File: src/rtl/route_compute_xy.sv
// Per-channel XY (dimension-order) route computation with one registered
// output stage per channel and a per-channel count of LOCAL deliveries.
module route_compute_xy #(
    parameter int unsigned NUM_CH  = 3,
    parameter int unsigned DATA_W  = 40,
    parameter int unsigned COORD_W = 1
) (
    input  logic                     clk,
    input  logic                     rst_n,
    input  logic [2*COORD_W-1:0]     current_location,
    input  logic [NUM_CH-1:0]        in_valid,
    output logic [NUM_CH-1:0]        in_ready,
    input  logic [NUM_CH*DATA_W-1:0] din,
    output logic [NUM_CH-1:0]        out_valid,
    input  logic [NUM_CH-1:0]        out_ready,
    output logic [NUM_CH*3-1:0]      dout_dir,
    output logic [NUM_CH*DATA_W-1:0] dout_data,
    output logic [NUM_CH*16-1:0]     pkt_cnt
);

    localparam int unsigned LOC_W = 2 * COORD_W;
    localparam int unsigned DIR_W = 3;
    localparam int unsigned CNT_W = 16;

    localparam logic [DIR_W-1:0] DIR_NONE  = 3'b000;
    localparam logic [DIR_W-1:0] DIR_XPOS  = 3'b001;
    localparam logic [DIR_W-1:0] DIR_XNEG  = 3'b010;
    localparam logic [DIR_W-1:0] DIR_YPOS  = 3'b011;
    localparam logic [DIR_W-1:0] DIR_YNEG  = 3'b100;
    localparam logic [DIR_W-1:0] DIR_LOCAL = 3'b101;

    // X is resolved fully before Y; equal coordinates mean the packet is home.
    function automatic logic [DIR_W-1:0] route_dir(input logic [LOC_W-1:0] dest,
                                                   input logic [LOC_W-1:0] cur);
        logic [COORD_W-1:0] dx, dy, cx, cy;
        logic [DIR_W-1:0]   dir;
        dx  = dest[LOC_W-1 -: COORD_W];
        dy  = dest[COORD_W-1:0];
        cx  = cur[LOC_W-1 -: COORD_W];
        cy  = cur[COORD_W-1:0];
        dir = DIR_NONE;
        if (dx > cx)      dir = DIR_XPOS;
        else if (dx < cx) dir = DIR_XNEG;
        else if (dy > cy) dir = DIR_YPOS;
        else if (dy < cy) dir = DIR_YNEG;
        else              dir = DIR_LOCAL;
        return dir;
    endfunction

    logic [NUM_CH*DIR_W-1:0] dir_c;
    logic [NUM_CH-1:0]       take_c;
    logic [NUM_CH-1:0]       deliver_c;

    // Handshake decode: a slot accepts when empty or draining this cycle.
    always_comb begin
        in_ready  = ~out_valid | out_ready;
        take_c    = in_valid & in_ready;
        deliver_c = out_valid & out_ready;
    end

    // Direction for each channel's incoming packet, from the destination field.
    always_comb begin
        dir_c = '0;
        for (int unsigned i = 0; i < NUM_CH; i++) begin
            dir_c[i*DIR_W +: DIR_W] =
                route_dir(din[i*DATA_W + DATA_W - 1 - LOC_W -: LOC_W], current_location);
        end
    end

    // Output stage per channel: load on accept, clear valid on drain, else hold.
    always_ff @(posedge clk or negedge rst_n) begin
        if (!rst_n) begin
            out_valid <= '0;
            dout_dir  <= '0;
            dout_data <= '0;
        end else begin
            for (int unsigned i = 0; i < NUM_CH; i++) begin
                if (take_c[i]) begin
                    out_valid[i]                <= 1'b1;
                    dout_dir[i*DIR_W +: DIR_W]  <= dir_c[i*DIR_W +: DIR_W];
                    dout_data[i*DATA_W +: DATA_W] <= din[i*DATA_W +: DATA_W];
                end else if (deliver_c[i]) begin
                    out_valid[i] <= 1'b0;
                end
            end
        end
    end

    // Count packets handed downstream with a LOCAL direction; wraps naturally.
    always_ff @(posedge clk or negedge rst_n) begin
        if (!rst_n) begin
            pkt_cnt <= '0;
        end else begin
            for (int unsigned i = 0; i < NUM_CH; i++) begin
                if (deliver_c[i] && (dout_dir[i*DIR_W +: DIR_W] == DIR_LOCAL)) begin
                    pkt_cnt[i*CNT_W +: CNT_W] <= pkt_cnt[i*CNT_W +: CNT_W] + CNT_W'(1);
                end
            end
        end
    end

endmodule

File: config.mk
export PLATFORM = sky130hd
export DESIGN_NAME = route_compute_xy
export DESIGN_NICKNAME = d
export VERILOG_FILES = /design/src/rtl/route_compute_xy.sv
export SDC_FILE = /design/constraint.sdc
export NUM_CORES = 1
export LEC_CHECK = 0
export ABC_CLOCK_PERIOD_IN_PS = 1400
export CAP_MARGIN = 20
export CELL_PAD_IN_SITES_DETAIL_PLACEMENT = 1
export CELL_PAD_IN_SITES_GLOBAL_PLACEMENT = 2
export CORE_ASPECT_RATIO = 1.25
export CORE_MARGIN = 10
export CORE_UTILIZATION = 24
export DETAILED_ROUTE_END_ITERATION = 8
export GPL_ROUTABILITY_DRIVEN = 0
export HOLD_SLACK_MARGIN = 0.08
export PLACE_DENSITY_LB_ADDON = 0.2
export SLEW_MARGIN = 20
export SYNTH_ARGS = -nofsm -noshare
export SYNTH_HDL_FRONTEND = slang
export SYNTH_SLANG_ARGS = --single-unit
File: constraint.sdc
create_clock -name clk -period 1.4 [get_ports clk]
set_input_delay 0.21 -clock clk [delete_from_list [all_inputs] [get_ports clk]]
set_output_delay 0.21 -clock clk [all_outputs]
set_load 0.005 [all_outputs]
# == Word-level counts from Yosys, hierarchy flattened ==
# Cells that the tools add are included.
# Widths: inputs -> output; s select.
# totals
out_inout_bits,183
input_bits,130
regBits,180
elab_cells,58
# op_classes
n_eq_ne,3
bitwise_logic,4
mux,18
n_reduce_logical,6
order_cmp,12
n_addsub,3
# ops
op,count
$add 16x1->16 const B,3
$mux 3,9
$eq 3x3->1 const B,3
$mux 1,9
$and 3x3->3,2
$gt 1x1->1,6
$lt 1x1->1,6
$reduce_bool 2->1,3
$logic_and 1x1->1,3
$not 3->3,1
$or 3x3->3,1

# == Depth between registers and ports, before layout ==
# Gate-level depths: netlist of the first run.
# logic_depth
depth_word,5
mapped_depth,6
ltp_nobuf,5

# == Worst setup path after synthesis of the first run ==
# OpenSTA, ideal clock, no wires.
# synth_path
path_kind,register to register
start,register dout_dir[4]
end,register pkt_cnt[21]
period_less_slack_ns,1.460
arrival_ns,1.381
path_stages_with_launch,5
setup_slack_ns,-0.060
path_cell_list,dfrtp_1 nand2b_1 or4_1 nor2_1 xor2_1
# synth_via
elab_chain_cells,2
# synth_rtl
item,line_no,source
from (decl),16,"output logic [NUM_CH*3-1:0] dout_dir,"
"from (signal, indexed assignment)",80,dout_dir[i*DIR_W +: DIR_W] <= dir_c[i*DIR_W +: DIR_W];
$eq 3x3->1,95,if (deliver_c[i] && (dout_dir[i*DIR_W +: DIR_W] == DIR_LOCAL)) begin
$logic_and 1x1->1,95,
"to (signal, indexed assignment)",96,pkt_cnt[i*CNT_W +: CNT_W] <= pkt_cnt[i*CNT_W +: CNT_W] + CNT_W'(1);
to (decl),18,output logic [NUM_CH*16-1:0] pkt_cnt
# No other way between the ends.
# A chain may end at the register's enable or synchronous reset.

# == Worst setup path in the final report of the first run ==
# layout_path
start,register pkt_cnt[3]
end,register pkt_cnt[13]
# layout_via
elab_chain_cells,1
# layout_rtl
item,line_no
$add 16x1->16,96
# No other way between the ends.

==> metrics.txt, run 1 <==
run status=finished with violations; violated checks=negative setup slack; Detailed Routing Iterations Pass 1=4; cell type contributing the most total cell area after synthesis=dfrtp_1; number of warnings printed during yosys synthesis=0; clock skew=11.6 ps; Crit path max-delay family=simple AND/OR/NAND/NOR gates; wire length of the first global-routing pass=40100 um; area used by multi-input combinational logic=0.00314 mm^2; Synth top cells by count=dfrtp_1 (180), mux2_2 (120), xnor2_1 (34), nand2_1 (28); vertical die dimension=214 um; Critical Setup Path Class=register to register; critical path cell sequence=buf_4 -> nand3_4 -> or3_4 -> buf_6 -> nor3_4 -> xor2_1; H-tree depth=4; antenna violations before repair=2; starting density of the core=0.242; clock latency on the worst-skew pair=430 ps; met1 GRT Util=0.139; predominant post-synthesis flop cell=dfrtp_1; transition time of the tightest slew-check pin=293 ps; Max clock buf depth=2; die area=0.0375 mm^2; area overhead of the layout relative to synthesis=78.2%; post-layout util=0.431; antenna-violating nets left=0; die outline width=175 um; worst-path fanout max=7; hold violation total from the final report=0; GRT overflow=0; Iteration-0 DRC Markers=220; pin count of the biggest net entering global routing=46; FF+latch count, synth=180; critical path data required time=1750 ps; layer with the highest usage after global routing=met2; area of the core region=0.0299 mm^2; net count after synthesis=650; Fill cells=3181; overall power after layout=14.8 mW; count of nets after finishing=1086; setup repair after global routing missed its margin=true; worst path buffer plus inverter count=2; Crit-path slowest cell=or3_4; max-cap violations=0; GR Util met2=0.253; fraction of layout cells with a size suffix above 1=0.391; final cycle utilization of the critical path=1.08; total cell area at the placement stage=0.0113 mm^2; share of synthesized flip-flops with an asynchronous set or reset=1.00; clk root buf=clkbuf_16; detailed-route vias per instance=4.24; Setup WS pre-CTS=-457 ps; area share of the leading cell type in the synthesized netlist=0.623; count of buffers inserted at the top-level ports=312; setup slack after layout=-110 ps; detailed-route wire length per cell=20.4 um; Total Routed Length=27700 um; synthesized cell area=0.00724 mm^2; average footprint of a synthesized cell=14.2 um^2; vias in the first global route=6568; fin area=0.0129 mm^2; GRT Total Usage=0.139; area occupied by registers=0.00451 mm^2; number of buffers added by the clock tree synthesis step=17; number of max-slew violations in the final report=0; Critical Path End Type=register; clock slew seen by the registers of the worst setup and hold paths=70 ps; DR vias=5773; Hold Crit Class=primary input to asynchronous set/reset pin; ranking of synthesized cells by area=dfrtp_1 (62%), mux2_2 (19%), xnor2_1 (4.1%); sort of element at the start of the critical path=register; slew margin rel.=0.804; gate count after technology mapping=508; number of flops mapped to enable cells by yosys=0; TritonCTS clock tree=done; portion of the post-synthesis area used by sequential elements=0.623; final worst path period need=1510 ps; DRC=0; most frequent cell after synthesis=dfrtp_1; number of cell rows=71; CTS Sinks=180; TNS Setup=-1420 ps; Synth cell types=35; number of top-level pins=313; fmax=0.662 GHz; slowest cell delay on critical path=410 ps; power density over the cells=1150 mW/mm^2; final count of negative-setup-slack endpoints=46; met3 demand-to-capacity share in global routing=0.0636; IR drop worst, VDD=0.669 mV; WP data arrival=1860 ps; HPWL reported at the end of detailed placement=20200 um; total leakage power=6.19 nW
-- layout by cell type (no fill, tap or decap), drive strengths merged, types with 2 or more instances in the layout --
cell type	n
clkdlybuf4s15	3
a21oi	3
dlygate4sd2	153
diode	2
ha	12
clkbuf	34
nand2	28
dfrtp	180
nand3	17
nand4	7
and4	7
inv	14
buf	138
a311oi	2
nor4	3
a21o	2
clkinv	4
nand2b	7
clkdlybuf4s50	128
o41ai	3
xnor2	34
bufinv	3
xor2	11
mux2	120
o21ai	7
nor3	7
and3	7
nor2	11
clkinvlp	3
-- sequential cells by signal, indices dropped and copies added (netlist names) --
register,count
out_valid,3
dout_dir,9
dout_data,120
pkt_cnt,48
-- power breakdown --
part	internal [mW]	total (mW)	switching, mW
sequential	5.89	6.30	0.410
combinational	2.03	3.38	1.35
clock	2.96	5.12	2.15
-- logic make-up after synthesis --
group | Yosys count | synth area share
DFF | 180 | 0.623
muxes | 120 | 0.187
and+or+nand+nor | 101 | 0.0790
xor gates and xnor gates | 45 | 0.0545
buffers and inverters | 32 | 0.0206
AOI/OAI and AO/OA | 18 | 0.0159
adders and majority gates | 12 | 0.0207
-- per-layer routing --
layer  vias up  wire length (um)
li1       2642                 -
met1      2952              9780
met2       163             15400
met3        16              2190
met4         0               374
met5         -                 0
-- repair_timing --
action,4_1_cts,5_1_grt
cloned,0,9
hold buffers,1,0
resized for setup,303,114
hold endpoints to repair,180,0
endpoints found under the setup margin,209,168
pin swaps,25,35
buffers inserted,44,19
-- stage by stage --
step	std cells	hold WS, ps
final	1360	240
after global routing	1360	237
after CTS	1334	232
after detailed placement	1260	128
after global placement	1260	129
after floorplan	508	-85.6
-- area by class of cell --
class / count / share of cell area
antenna: 2 / 0.000388
clock buffer: 21 / 0.0365
clock inverter: 11 / 0.0115
inverter: 13 / 0.00378
multi-input combinational: 296 / 0.243
sequential: 180 / 0.350
tap: 401 / 0.0389
timing repair buffer: 436 / 0.316
-- worst paths after layout --
kind                                          from                        end  slack (ps)  cells after the start
max in group asynchronous                    rst_n  dout_data[67]$_DFFE_PN0P_         560                      3
setup / recovery            pkt_cnt[3]$_DFFE_PN0P_    pkt_cnt[13]$_DFFE_PN0P_        -110                      6
hold / removal                               rst_n     pkt_cnt[7]$_DFFE_PN0P_         240                      2
setup reg to reg            pkt_cnt[3]$_DFFE_PN0P_    pkt_cnt[13]$_DFFE_PN0P_        -110                      6
hold reg to reg            pkt_cnt[31]$_DFFE_PN0P_    pkt_cnt[31]$_DFFE_PN0P_         470                      1
min in group clk                           din[65]  dout_data[65]$_DFFE_PN0P_         390                      2
No activity file was read; power rests on OpenSTA's default activity.
==> inputs of run 2 (changes only) <==
--- a/config.mk
+++ b/config.mk
@@ -9,8 +9,8 @@
 export CAP_MARGIN = 20
 export CELL_PAD_IN_SITES_DETAIL_PLACEMENT = 1
 export CELL_PAD_IN_SITES_GLOBAL_PLACEMENT = 2
-export CORE_ASPECT_RATIO = 1.25
-export CORE_MARGIN = 10
+export CORE_ASPECT_RATIO = 2
+export CORE_MARGIN = 3
 export CORE_UTILIZATION = 24
 export DETAILED_ROUTE_END_ITERATION = 8
 export GPL_ROUTABILITY_DRIVEN = 0
==> run 2 against run 1 <==
  * The run still ends with negative setup slack left
  * Cell area decreased by 0.92%
  * Via count rose by 0.45%
  * Worst setup slack improved by 21 ps
  * Maximum frequency rose by 1.4%
  * Critical path depth rose by 1
  * Core utilization up 0.059 points
  * Largest power group unchanged
==> metrics.txt, run 2 (synthesis results as in run 1) <==
detailed-route wire length per cell=20.1 um (-1.6%); setup repair after global routing missed its margin=true; worst path buffer plus inverter count=2 (unchanged); DRC=0 (unchanged); launching point of the worst reg2reg path=pkt_cnt[16]$_DFFE_PN0P_; slew margin rel.=0.784 (-0.0202); starting density of the core=0.244 (+0.00258); reg-to-reg setup timing slack=-90 ps (+20 ps); GRT Total Usage=0.162 (+0.0223); Final Hold Slack=262 ps (+21.7 ps); DR vias=5799 (+0.45%); final worst path period need=1490 ps (-20.7 ps); most used cells in the layout excluding fill and tap cells=dfrtp_1 (174), dlygate4sd2_1 (149), clkdlybuf4s50_1 (128), buf_4 (89), mux2_2 (85); final count of negative-setup-slack endpoints=33 (-28%); HPWL reported at the end of detailed placement=19600 um (-2.7%); max-cap violations=0 (unchanged); sort of element at the start of the critical path=register; total leakage power=6.11 nW (-1.3%); Reg2Reg Capture Point=pkt_cnt[24]$_DFFE_PN0P_; TritonCTS clock tree=done; H-tree depth=4 (unchanged); die area=0.0324 mm^2 (-14%); wire length of the first global-routing pass=39400 um (-1.7%); IR drop worst, VDD=0.748 mV (+12%); area overhead of the layout relative to synthesis=76.6%; TNS Setup=-666 ps (+753 ps); slowest cell delay on critical path=370 ps (-40 ps); layer with the highest usage after global routing=met2; Hold Crit Class=primary input to asynchronous set/reset pin; Detailed Routing Iterations Pass 1=4 (unchanged); Iteration-0 DRC Markers=136 (-38%); Setup WS pre-CTS=-400 ps (+56.7 ps); vertical die dimension=252 um (+17%); Critical Setup Path Class=register to register; number of cell rows=89 (+25%); detailed-route vias per instance=4.39 (+3.3%); Crit-path slowest cell=dfrtp_1; WP data arrival=1810 ps (-50 ps); antenna-violating nets left=0 (unchanged); area of the core region=0.0296 mm^2 (-1.1%); fraction of layout cells with a size suffix above 1=0.390 (-0.00128); count of buffers inserted at the top-level ports=312 (unchanged); die outline width=129 um (-27%); clock latency on the worst-skew pair=440 ps (about the same); pin count of the biggest net entering global routing=54 (+17%); number of max-slew violations in the final report=0 (unchanged); most frequent standard cell in the layout excluding fill and tap cells=dfrtp_1; setup slack after layout=-89.1 ps (+20.7 ps); clk root buf=clkbuf_16; Placed Cells=1225 (-2.8%); post-route non-filler standard cell count=1322 (-2.8%); critical path cell sequence=buf_6 -> ha_4 -> nand4_1 -> nor3_1 -> buf_4 -> nand3_2 -> xnor2_1; count of nets after finishing=1084 (-0.18%); transition time of the tightest slew-check pin=324 ps (+31.3 ps); worst-path fanout max=5 (-2); registers with the most flip-flops=dout_data: 120 flops, pkt_cnt: 48 flops, dout_dir: 9 flops; critical path data required time=1720 ps (-30 ps); Total Routed Length=26500 um (-4.3%); clock skew=8.35 ps (-3.28 ps); met3 demand-to-capacity share in global routing=0.0413 (-0.0223); Critical Path End Type=register; vias in the first global route=6728 (+2.4%); met1 GRT Util=0.152 (+0.0133); worst reg-to-reg path cell count=7 (+1); final cycle utilization of the critical path=1.06 (-0.0148); GRT overflow=0 (unchanged); GR Util met2=0.317 (+0.0644); Crit path max-delay family=simple AND/OR/NAND/NOR gates; power density over the cells=1150 mW/mm^2 (-0.14%); CTS Sinks=180 (unchanged); Largest register FFs=120 (unchanged); number of top-level pins=313 (unchanged); hold violation total from the final report=0 (unchanged); fin area=0.0128 mm^2 (-0.92%); Max clock buf depth=2 (unchanged); total cell area at the placement stage=0.0113 mm^2 (-0.39%); antenna violations before repair=3 (+1); number of buffers added by the clock tree synthesis step=17 (unchanged); violated checks=negative setup slack; Crit. path cell count=7 (+1); clock slew seen by the registers of the worst setup and hold paths=70 ps (about the same); run status=finished with violations; fmax=0.672 GHz (+1.4%); largest register by flop count=dout_data
run 2: how the worst max path moves through the flow:
stage / from / endpoint / slack, ps
after floorplan: out_valid[1]$_DFFE_PN0P_ / dout_data[56]$_DFFE_PN0P_ / -40
after global placement: out_ready[1] / pkt_cnt[21]$_DFFE_PN0P_ / -380
after detailed placement: out_ready[1] / pkt_cnt[21]$_DFFE_PN0P_ / -400
after CTS: pkt_cnt[5]$_DFFE_PN0P_ / pkt_cnt[9]$_DFFE_PN0P_ / -80
after global routing: pkt_cnt[16]$_DFFE_PN0P_ / pkt_cnt[24]$_DFFE_PN0P_ / -170
final: pkt_cnt[16]$_DFFE_PN0P_ / pkt_cnt[24]$_DFFE_PN0P_ / -90
run 2: layer usage:
layer | routed length [um] | up-vias | share of wire
met5 | 0 | - | 0
met4 | 693 | 0 | 0.026
met3 | 1210 | 34 | 0.045
met2 | 16300 | 165 | 0.61
met1 | 8380 | 2985 | 0.32
li1 | - | 2615 | -
run 2: final cells by class:
class                      count  area, um^2
clock buffer                  22         494
tap                          364         455
inverter                      13        51.3
timing repair buffer         434        4030
multi-input combinational    296        3130
fill                        3152       16800
antenna                        3        7.51
sequential                   180        4510
clock inverter                10        97.6
run 2: power by group:
part	switching, mW	total (mW)	leakage, nW	internal [mW]
sequential	0.421	6.31	2.17	5.89
combinational	1.35	3.47	3.65	2.12
clock	2.16	4.86	0.285	2.70
run 2: what timing repair did:
action,CTS,global route
cloned,0,5
hold buffers,1,0
gates resized for setup,298,120
buffers inserted,47,12
pin swaps,24,31
endpoints found under the hold margin,180,0
endpoints found under the setup margin,199,108
run 2: stage by stage:
stage / utilization / total power, mW
after floorplan: - / 7.33
after global placement: 0.381 / 9.78
after detailed placement: 0.381 / 9.92
after CTS: 0.409 / 14.6
after global routing: 0.431 / 15.4
final: 0.431 / 14.6
run 2: worst register-to-register path, cell delays in order, from the launching register on:
cell and delay (ps):
dfrtp_1 370, buf_6 130, ha_4 120, nand4_1 110
nor3_1 190, buf_4 220, nand3_2 110, xnor2_1 130
==> inputs of run 3 (changes only) <==
--- a/config.mk
+++ b/config.mk
@@ -5,7 +5,6 @@
 export SDC_FILE = /design/constraint.sdc
 export NUM_CORES = 1
 export LEC_CHECK = 0
-export ABC_CLOCK_PERIOD_IN_PS = 1400
 export CAP_MARGIN = 20
 export CELL_PAD_IN_SITES_DETAIL_PLACEMENT = 1
 export CELL_PAD_IN_SITES_GLOBAL_PLACEMENT = 2
==> results of run 3 <==
No change in the layout: final DEF, timing and power equal those of run 2.
